$ cat config.mk
export PLATFORM = sky130hd
export DESIGN_NAME = uart_rx
export DESIGN_NICKNAME = d
export VERILOG_FILES = /design/src/rtl/uart_rx.sv
export SDC_FILE = /design/constraint.sdc
export NUM_CORES = 1
export LEC_CHECK = 0
export ABC_CLOCK_PERIOD_IN_PS = 4680
export CAP_MARGIN = 25
export CELL_PAD_IN_SITES_DETAIL_PLACEMENT = 0
export CELL_PAD_IN_SITES_GLOBAL_PLACEMENT = 1
export CORE_MARGIN = 1.5
export CORE_UTILIZATION = 49
export DETAILED_ROUTE_END_ITERATION = 6
export GPL_ROUTABILITY_DRIVEN = 0
export PLACE_DENSITY_LB_ADDON = 0.2
export SYNTH_ARGS = -nofsm -noshare
export SYNTH_HDL_FRONTEND = slang
export SYNTH_SLANG_ARGS = --single-unit
$ cat constraint.sdc
create_clock -name clk -period 4.68 [get_ports clk]
set_input_delay 0.936 -clock clk [delete_from_list [all_inputs] [get_ports clk]]
set_output_delay 0.936 -clock clk [all_outputs]
set_load 0.01 [all_outputs]
$ cat src/rtl/uart_rx.sv
// 8N1 UART receiver: 2-FF synchronised input, mid-bit sampling driven by a
// clock-cycle bit timer, one-cycle strobes for good bytes and framing errors.
module uart_rx #(
    parameter int BAUDRATE = 300000,
    parameter int CLK_FREQ = 50000000
) (
    input  logic       clk,
    input  logic       reset,
    input  logic       RX,
    output logic [7:0] RX_data,
    output logic       RX_valid,
    output logic       frame_error,
    output logic       q_busy
);

    localparam int CYCLES = CLK_FREQ / BAUDRATE;
    localparam int HALF   = CYCLES / 2;
    localparam int TW     = $clog2(CYCLES);

    localparam logic [TW-1:0] HALF_M1 = TW'(HALF - 1);
    localparam logic [TW-1:0] CYC_M1  = TW'(CYCLES - 1);

    typedef enum logic [1:0] {
        IDLE  = 2'd0,
        START = 2'd1,
        DATA  = 2'd2,
        STOP  = 2'd3
    } state_t;

    logic          rx_meta_q;
    logic          rx_s_q;
    logic          rx_d_q;
    logic          fall_s;
    state_t        state_q,   state_d;
    logic [TW-1:0] timer_q,   timer_d;
    logic [2:0]    bit_idx_q, bit_idx_d;
    logic [7:0]    shift_q,   shift_d;
    logic [7:0]    data_q,    data_d;
    logic          valid_q,   valid_d;
    logic          ferr_q,    ferr_d;

    // Synchroniser plus delay stage; idle-high reset avoids a false start edge
    always_ff @(posedge clk or negedge reset) begin
        if (!reset) begin
            rx_meta_q <= 1'b1;
            rx_s_q    <= 1'b1;
            rx_d_q    <= 1'b1;
        end else begin
            rx_meta_q <= RX;
            rx_s_q    <= rx_meta_q;
            rx_d_q    <= rx_s_q;
        end
    end

    assign fall_s = ~rx_s_q & rx_d_q;

    // Receiver state, timer, shift register and registered outputs
    always_ff @(posedge clk or negedge reset) begin
        if (!reset) begin
            state_q   <= IDLE;
            timer_q   <= '0;
            bit_idx_q <= 3'd0;
            shift_q   <= 8'h00;
            data_q    <= 8'h00;
            valid_q   <= 1'b0;
            ferr_q    <= 1'b0;
        end else begin
            state_q   <= state_d;
            timer_q   <= timer_d;
            bit_idx_q <= bit_idx_d;
            shift_q   <= shift_d;
            data_q    <= data_d;
            valid_q   <= valid_d;
            ferr_q    <= ferr_d;
        end
    end

    // Next-state logic: timer clears at every sample point, counts otherwise
    always_comb begin
        state_d   = state_q;
        timer_d   = timer_q + TW'(1);
        bit_idx_d = bit_idx_q;
        shift_d   = shift_q;
        data_d    = data_q;
        valid_d   = 1'b0;
        ferr_d    = 1'b0;
        case (state_q)
            IDLE: begin
                timer_d = '0;
                if (fall_s) begin
                    state_d = START;
                end else begin
                    state_d = IDLE;
                end
            end
            START: begin
                if (timer_q == HALF_M1) begin
                    timer_d = '0;
                    if (rx_s_q) begin
                        state_d = IDLE;
                    end else begin
                        state_d   = DATA;
                        bit_idx_d = 3'd0;
                    end
                end else begin
                    state_d = START;
                end
            end
            DATA: begin
                if (timer_q == CYC_M1) begin
                    timer_d   = '0;
                    shift_d   = {rx_s_q, shift_q[7:1]};
                    bit_idx_d = bit_idx_q + 3'd1;
                    if (bit_idx_q == 3'd7) begin
                        state_d = STOP;
                    end else begin
                        state_d = DATA;
                    end
                end else begin
                    state_d = DATA;
                end
            end
            STOP: begin
                if (timer_q == CYC_M1) begin
                    timer_d = '0;
                    state_d = IDLE;
                    // Only a high stop bit commits the byte
                    if (rx_s_q) begin
                        data_d  = shift_q;
                        valid_d = 1'b1;
                    end else begin
                        ferr_d = 1'b1;
                    end
                end else begin
                    state_d = STOP;
                end
            end
            default: begin
                state_d = IDLE;
                timer_d = '0;
            end
        endcase
    end

    assign RX_data     = data_q;
    assign RX_valid    = valid_q;
    assign frame_error = ferr_q;
    assign q_busy      = (state_q != IDLE);

endmodule

==> results of run 1 <==
-- final timing paths --
| path | slack [ns] | end | startpoint |
|---|---|---|---|
| worst min register to register | 0.36 | rx_s_q$_DFF_PN1_ | rx_meta_q$_DFF_PN1_ |
| worst max register to register | 2.93 | bit_idx_q[2]$_DFFE_PN0P_ | timer_q[0]$_DFF_PN0_ |
| max in group asynchronous | 3.35 | rx_meta_q$_DFF_PN1_ | reset |
| worst min-delay path | 0.36 | rx_s_q$_DFF_PN1_ | rx_meta_q$_DFF_PN1_ |
| worst max-delay path | 2.11 | q_busy | state_q[1]$_DFF_PN0_ |
| min in group asynchronous | 0.99 | timer_q[7]$_DFF_PN0_ | reset |
-- logic make-up (layout without fill, tap and decap cells) --
group / after synthesis / count (layout) / synth area share
fa+ha+maj: 5 / 5 / 0.0411
mux: 19 / 19 / 0.138
buf+inv: 10 / 29 / 0.0271
xor+xnor: 6 / 6 / 0.0345
compound gates: 7 / 7 / 0.0493
flops: 34 / 34 / 0.562
simple gates: 33 / 33 / 0.148
-- cells in the mapped netlist (3+ instances only) --
cell | number | area (µm²)
nor2_1 | 11 | 41.3
dfstp_2 | 3 | 78.8
and3_1 | 3 | 18.8
mux2i_1 | 3 | 30.0
nand2_1 | 3 | 11.3
mux2_2 | 15 | 169
xor2_1 | 5 | 43.8
inv_1 | 7 | 26.3
dfrtp_1 | 31 | 776
ha_1 | 5 | 62.6
nand3_1 | 6 | 30.0
-- metrics by stage --
step                      setup WS (ns)  total power [mW]
final                              2.11             0.631
after global routing               2.00             0.669
after CTS                          2.09             0.642
after detailed placement           2.49             0.442
after global placement             2.53             0.439
after floorplan                    3.01             0.414
-- layer usage --
layer  part of all wire  vias up  routed length, µm
met4              0.016        0                 40
met1               0.47      454               1150
met5                  0        -                  0
li1                   -      430                  -
met3              0.038        5                 93
met2               0.47       16               1140
-- cell usage in the layout, fill, tap and decap left out, types with 2 or more instances in the layout --
cell type	n
clkbuf_4	5
nand3_1	6
mux2i_1	3
clkdlybuf4s50_1	13
dfstp_2	3
nand2_1	3
nor2_1	11
mux2_2	15
and3_1	3
a31oi_1	2
dfrtp_1	31
inv_1	7
ha_1	5
xor2_1	5
clkbuf_8	3
-- flip-flops by register name (all words and copies together), names as in the netlist --
name	count
rx_d_q	1
rx_s_q	1
shift_q	8
state_q	2
rx_meta_q	1
timer_q	8
RX_valid	1
RX_data	8
bit_idx_q	3
frame_error	1
-- power by group --
| part | switching, mW | internal (mW) | leakage, nW | total, mW |
|---|---|---|---|---|
| clock | 0.0938 | 0.103 | 0.0446 | 0.196 |
| combinational | 0.0480 | 0.0346 | 0.379 | 0.0826 |
| sequential | 0.0372 | 0.315 | 0.455 | 0.352 |
| total | 0.179 | 0.452 | 0.879 | 0.631 |
-- final cells by class --
type,count,area share
multi-input combinational,70,0.355
clock buffer,8,0.0447
tap,33,0.0234
sequential,34,0.484
inverter,7,0.0149
timing repair buffer,14,0.0780
==> impl_metrics.csv, run 1 <==
group,metric,value,unit
sta,fmax,0.389,GHz
sta,rsz0062_at_grt,"no",
floorplan,core_area,3000,µm²
logic_synthesis,synth_top_flop_cell,"dfrtp_1",
detailed_routing,ant_nets,0,
detailed_routing,via_per_inst,5.45,
logic_synthesis,syn_avg_cell_area,13.3,µm²
logic_synthesis,synthDistinctLibCells,31,
clock_network,clock_sinks,34,
final_layout,fillers,258,
clock_network,cts_tree,"done",
logic_synthesis,synth-seq-cells,34,
worst_setup_path,path_max_fanout,11,
logic_synthesis,synth_fp_nets,122,
final_layout,regArea,855,µm²
worst_setup_path,crit_path_start_kind,"register",
pwr,peakVddDrop,0.249,mV
worst_setup_path,slowest_stage,"dfrtp_1",
sta,tns,0,ns
sta,drv_slew,0,
run,maxCapViolations,0,
floorplan,die-area,3450,µm²
floorplan,num_rows,20,
detailed_routing,via_count,905,
floorplan,start_util,0.507,
clock_network,cts_buffers,5,
logic_synthesis,synth_edf_count,0,
worst_setup_path,cp_slowest_stage_delay,0.58,ns
clock_network,post_cts_buffers,0,
sta,period_minus_slack,2.57,ns
logic_synthesis,synth_cells,114,
worst_setup_path,worstPathRequired,3.74,ns
global_routing,grt_max_degree,35,
global_routing,grt_use_met3,0.0659,
detailed_routing,dr.pass1.iters,4,
clock_network,clock_latency,0.33,ns
global_routing,met1_usage,0.222,
floorplan,io_pins,14,
clock_network,hold_buffers,0,
min_path,min_path_cells,0,
logic_synthesis,yosys_warnings,0,
global_routing,globalRouteOverflowTotal,0,
sta,final_hold_viol_count,0,
detailed_routing,drt_iter0_markers,36,
final_layout,fin_cells,166,
sta,finalSetupViolCount,0,
worst_setup_path,cp_data_arrival_time,1.64,ns
final_layout,stdcell_area,1760,µm²
sta,hold_slack,0.361,ns
detailed_routing,wl_per_cell,14.6,µm
worst_setup_path,path_class,"register to output pin",
place,post_dp_cell_area,1690,µm²
worst_setup_path,r2r_cells,6,
final_layout,fin_util,0.588,
worst_setup_path,crit_path_cell_trace,"nor2_1 > inv_1 > clkdlybuf4s50_1",
min_path,hp-class,"register to register",
pwr,p_leak,0.879,nW
worst_setup_path,cp_num_cells,3,
global_routing,gr-max-usage-layer,"met2",
final_layout,drive_above_1_share,0.263,
place,portBuffers,13,
run_status,status,"finished, final reports clean",
logic_synthesis,synth_area,1520,µm²
logic_synthesis,ys_seq_area_frac,0.562,
clock_network,path_clk_slew,0.10,ns
final_layout,diodes,0,
final_layout,nNetsFinal,140,
final_layout,multiInputGateArea,626,µm²
clock_network,cts_max_level,2,
global_routing,antenna_found_initial,0,
sta,relSlewSlack,0.721,
worst_setup_path,end_kind,"output pin",
place,dp_cells,158,
clock_network,cts_buffer_depth,2,
sta,fin_worst_skew,0.00711,ns
detailed_routing,wl,2.43,mm
global_routing,grt_use_total,0.173,
sta,tightestPinTransition,0.418,ns
detailed_routing,drc,0,
logic_synthesis,async_reset_ff_frac,1.00,
floorplan,chipHeight,58.7,µm
global_routing,grt_pass1_vias,917,
clock_network,cts_root_buf,"clkbuf_4",
worst_setup_path,crit_family,"buffers and inverters",
global_routing,use_met2,0.257,
global_routing,grt_first_pass_wirelength,4.26,mm
worst_setup_path,path_buf_inv,2,
clock_network,cts.repair.resized,0,
place,dp_hpwl,1.69,mm
floorplan,die_x,58.7,µm
sta,fin_crit_sh,0.550,
pwr,powerDensity,358,nW/µm²
final_layout,syn_to_final_growth,16.0,%
Power figures use the tool's default switching activity.
==> run 2, diff against run 1 <==
- ABC_CLOCK_PERIOD_IN_PS: 4680 -> 2450
- CORE_UTILIZATION: 49 -> 46
- clock period: 4.68 -> 2.45 ns (I/O delays scaled with it)
==> impl_metrics.csv, run 2 (synthesis results as in run 1) <==
group,metric,value,unit
run_status,status,"finished, final reports clean",
worst_setup_path,cp_num_cells,3,
detailed_routing,via_count,900,
floorplan,core_area,3100,µm²
detailed_routing,ant_nets,0,
detailed_routing,via_per_inst,5.08,
sta,tightestPinTransition,0.409,ns
sta,hold_slack,0.365,ns
min_path,hp-class,"register to register",
detailed_routing,dr.pass1.iters,4,
run,maxCapViolations,0,
floorplan,start_util,0.490,
final_layout,diodes,0,
min_path,min_path_cells,0,
clock_network,cts_buffer_depth,2,
clock_network,clock_latency,0.35,ns
clock_network,cts.repair.resized,0,
worst_setup_path,crit_path_cell_trace,"nor2_1 > inv_1 > clkdlybuf4s50_1",
worst_setup_path,regToRegStartpoint,"timer_q[1]$_DFF_PN0_",
pwr,powerDensity,658,nW/µm²
final_layout,nNetsFinal,140,
global_routing,antenna_found_initial,0,
sta,fin_crit_sh,0.876,
place,post_dp_cell_area,1700,µm²
worst_setup_path,worstPathRequired,1.96,ns
worst_setup_path,crit_path_start_kind,"register",
min_path,hold_start,"rx_meta_q$_DFF_PN1_",
worst_setup_path,cp_data_arrival_time,1.66,ns
clock_network,hold_buffers,0,
pwr,p_leak,0.870,nW
final_layout,final_common_cell,"dfrtp_1",
global_routing,grt_use_total,0.161,
place,dp_hpwl,1.63,mm
floorplan,die_x,60.5,µm
clock_network,cts_tree,"done",
global_routing,grt_first_pass_wirelength,4.11,mm
global_routing,grt_max_degree,35,
floorplan,io_pins,14,
sta,final_hold_viol_count,0,
worst_setup_path,ff2ff_setup_slack,0.70,ns
detailed_routing,drt_iter0_markers,27,
final_layout,syn_to_final_growth,15.6,%
clock_network,cts_max_level,2,
global_routing,grt_pass1_vias,914,
sta,drv_slew,0,
clock_network,path_clk_slew,0.10,ns
clock_network,clock_sinks,34,
worst_setup_path,end_kind,"output pin",
clock_network,cts_buffers,5,
place,portBuffers,13,
sta,finalSetupViolCount,0,
final_layout,drive_above_1_share,0.256,
worst_setup_path,worst_r2r_endpoint,"RX_data[0]$_DFFE_PN0P_",
min_path,holdPathEnd,"rx_s_q$_DFF_PN1_",
worst_setup_path,r2r_cells,6,
final_layout,stdcell_area,1760,µm²
place,pre_cts_ws,0.678,ns
detailed_routing,wl,2.34,mm
final_layout,fillers,295,
global_routing,globalRouteOverflowTotal,0,
worst_setup_path,cp_slowest_stage_delay,0.58,ns
clock_network,cts_root_buf,"clkbuf_4",
detailed_routing,wl_per_cell,13.2,µm
sta,fmax,0.466,GHz
worst_setup_path,path_class,"register to output pin",
floorplan,num_rows,20,
detailed_routing,drc,0,
sta,rsz0062_at_grt,"no",
floorplan,die-area,3660,µm²
worst_setup_path,slowest_stage,"dfrtp_1",
sta,fin_worst_skew,0.00499,ns
sta,finalWorstSetupSlack,0.303,ns
final_layout,mostFrequentLayoutCells,"dfrtp_1, mux2_2, clkdlybuf4s50_1",
clock_network,post_cts_buffers,0,
pwr,finalPower,1.16,mW
worst_setup_path,crit_family,"buffers and inverters",
worst_setup_path,path_max_fanout,11,
floorplan,chipHeight,60.5,µm
worst_setup_path,path_buf_inv,2,
sta,relSlewSlack,0.727,
sta,tns,0,ns
sta,period_minus_slack,2.15,ns
pwr,peakVddDrop,0.440,mV
==> run 2: worst max-delay path by stage <==
stage,start,endpoint,slack (ns)
floorplan,timer_q[1]$_DFF_PN0_,RX_data[0]$_DFFE_PN0P_,0.88
global placement,state_q[1]$_DFF_PN0_,q_busy,0.69
detailed placement,state_q[1]$_DFF_PN0_,q_busy,0.68
CTS,state_q[1]$_DFF_PN0_,q_busy,0.28
global route,state_q[1]$_DFF_PN0_,q_busy,0.19
finish,state_q[1]$_DFF_PN0_,q_busy,0.30
==> run 2: power breakdown <==
group          switching [mW]  internal (mW)
clock network           0.190          0.139
logic                  0.0896         0.0657
registers              0.0714          0.602
total                   0.351          0.806
==> run 2: final cells by class <==
cell class	count	area [µm²]	share of cell area
timing repair buffer	14	138	0.0782
sequential	34	855	0.486
inverter	7	26.3	0.0149
clock inverter	1	5.00	0.00284
tap	44	55.1	0.0313
multi-input combinational	70	626	0.356
clock buffer	7	55.1	0.0313
==> run 2: per-stage QoR <==
stage,cells,util
3_5_place_dp,169,0.548
3_3_place_gp,169,0.548
2_1_floorplan,114,-
6_report,177,0.567
4_1_cts,177,0.567
5_1_grt,177,0.567
==> run 2: per-layer routing <==
layer | GRT usage | share of wire | vias to the layer above
met2 | 0.248 | 0.48 | 16
met4 | 0.112 | 0.034 | 0
met3 | 0.0448 | 0.043 | 7
met1 | 0.197 | 0.44 | 445
li1 | - | - | 432
met5 | 0 | 0 | -
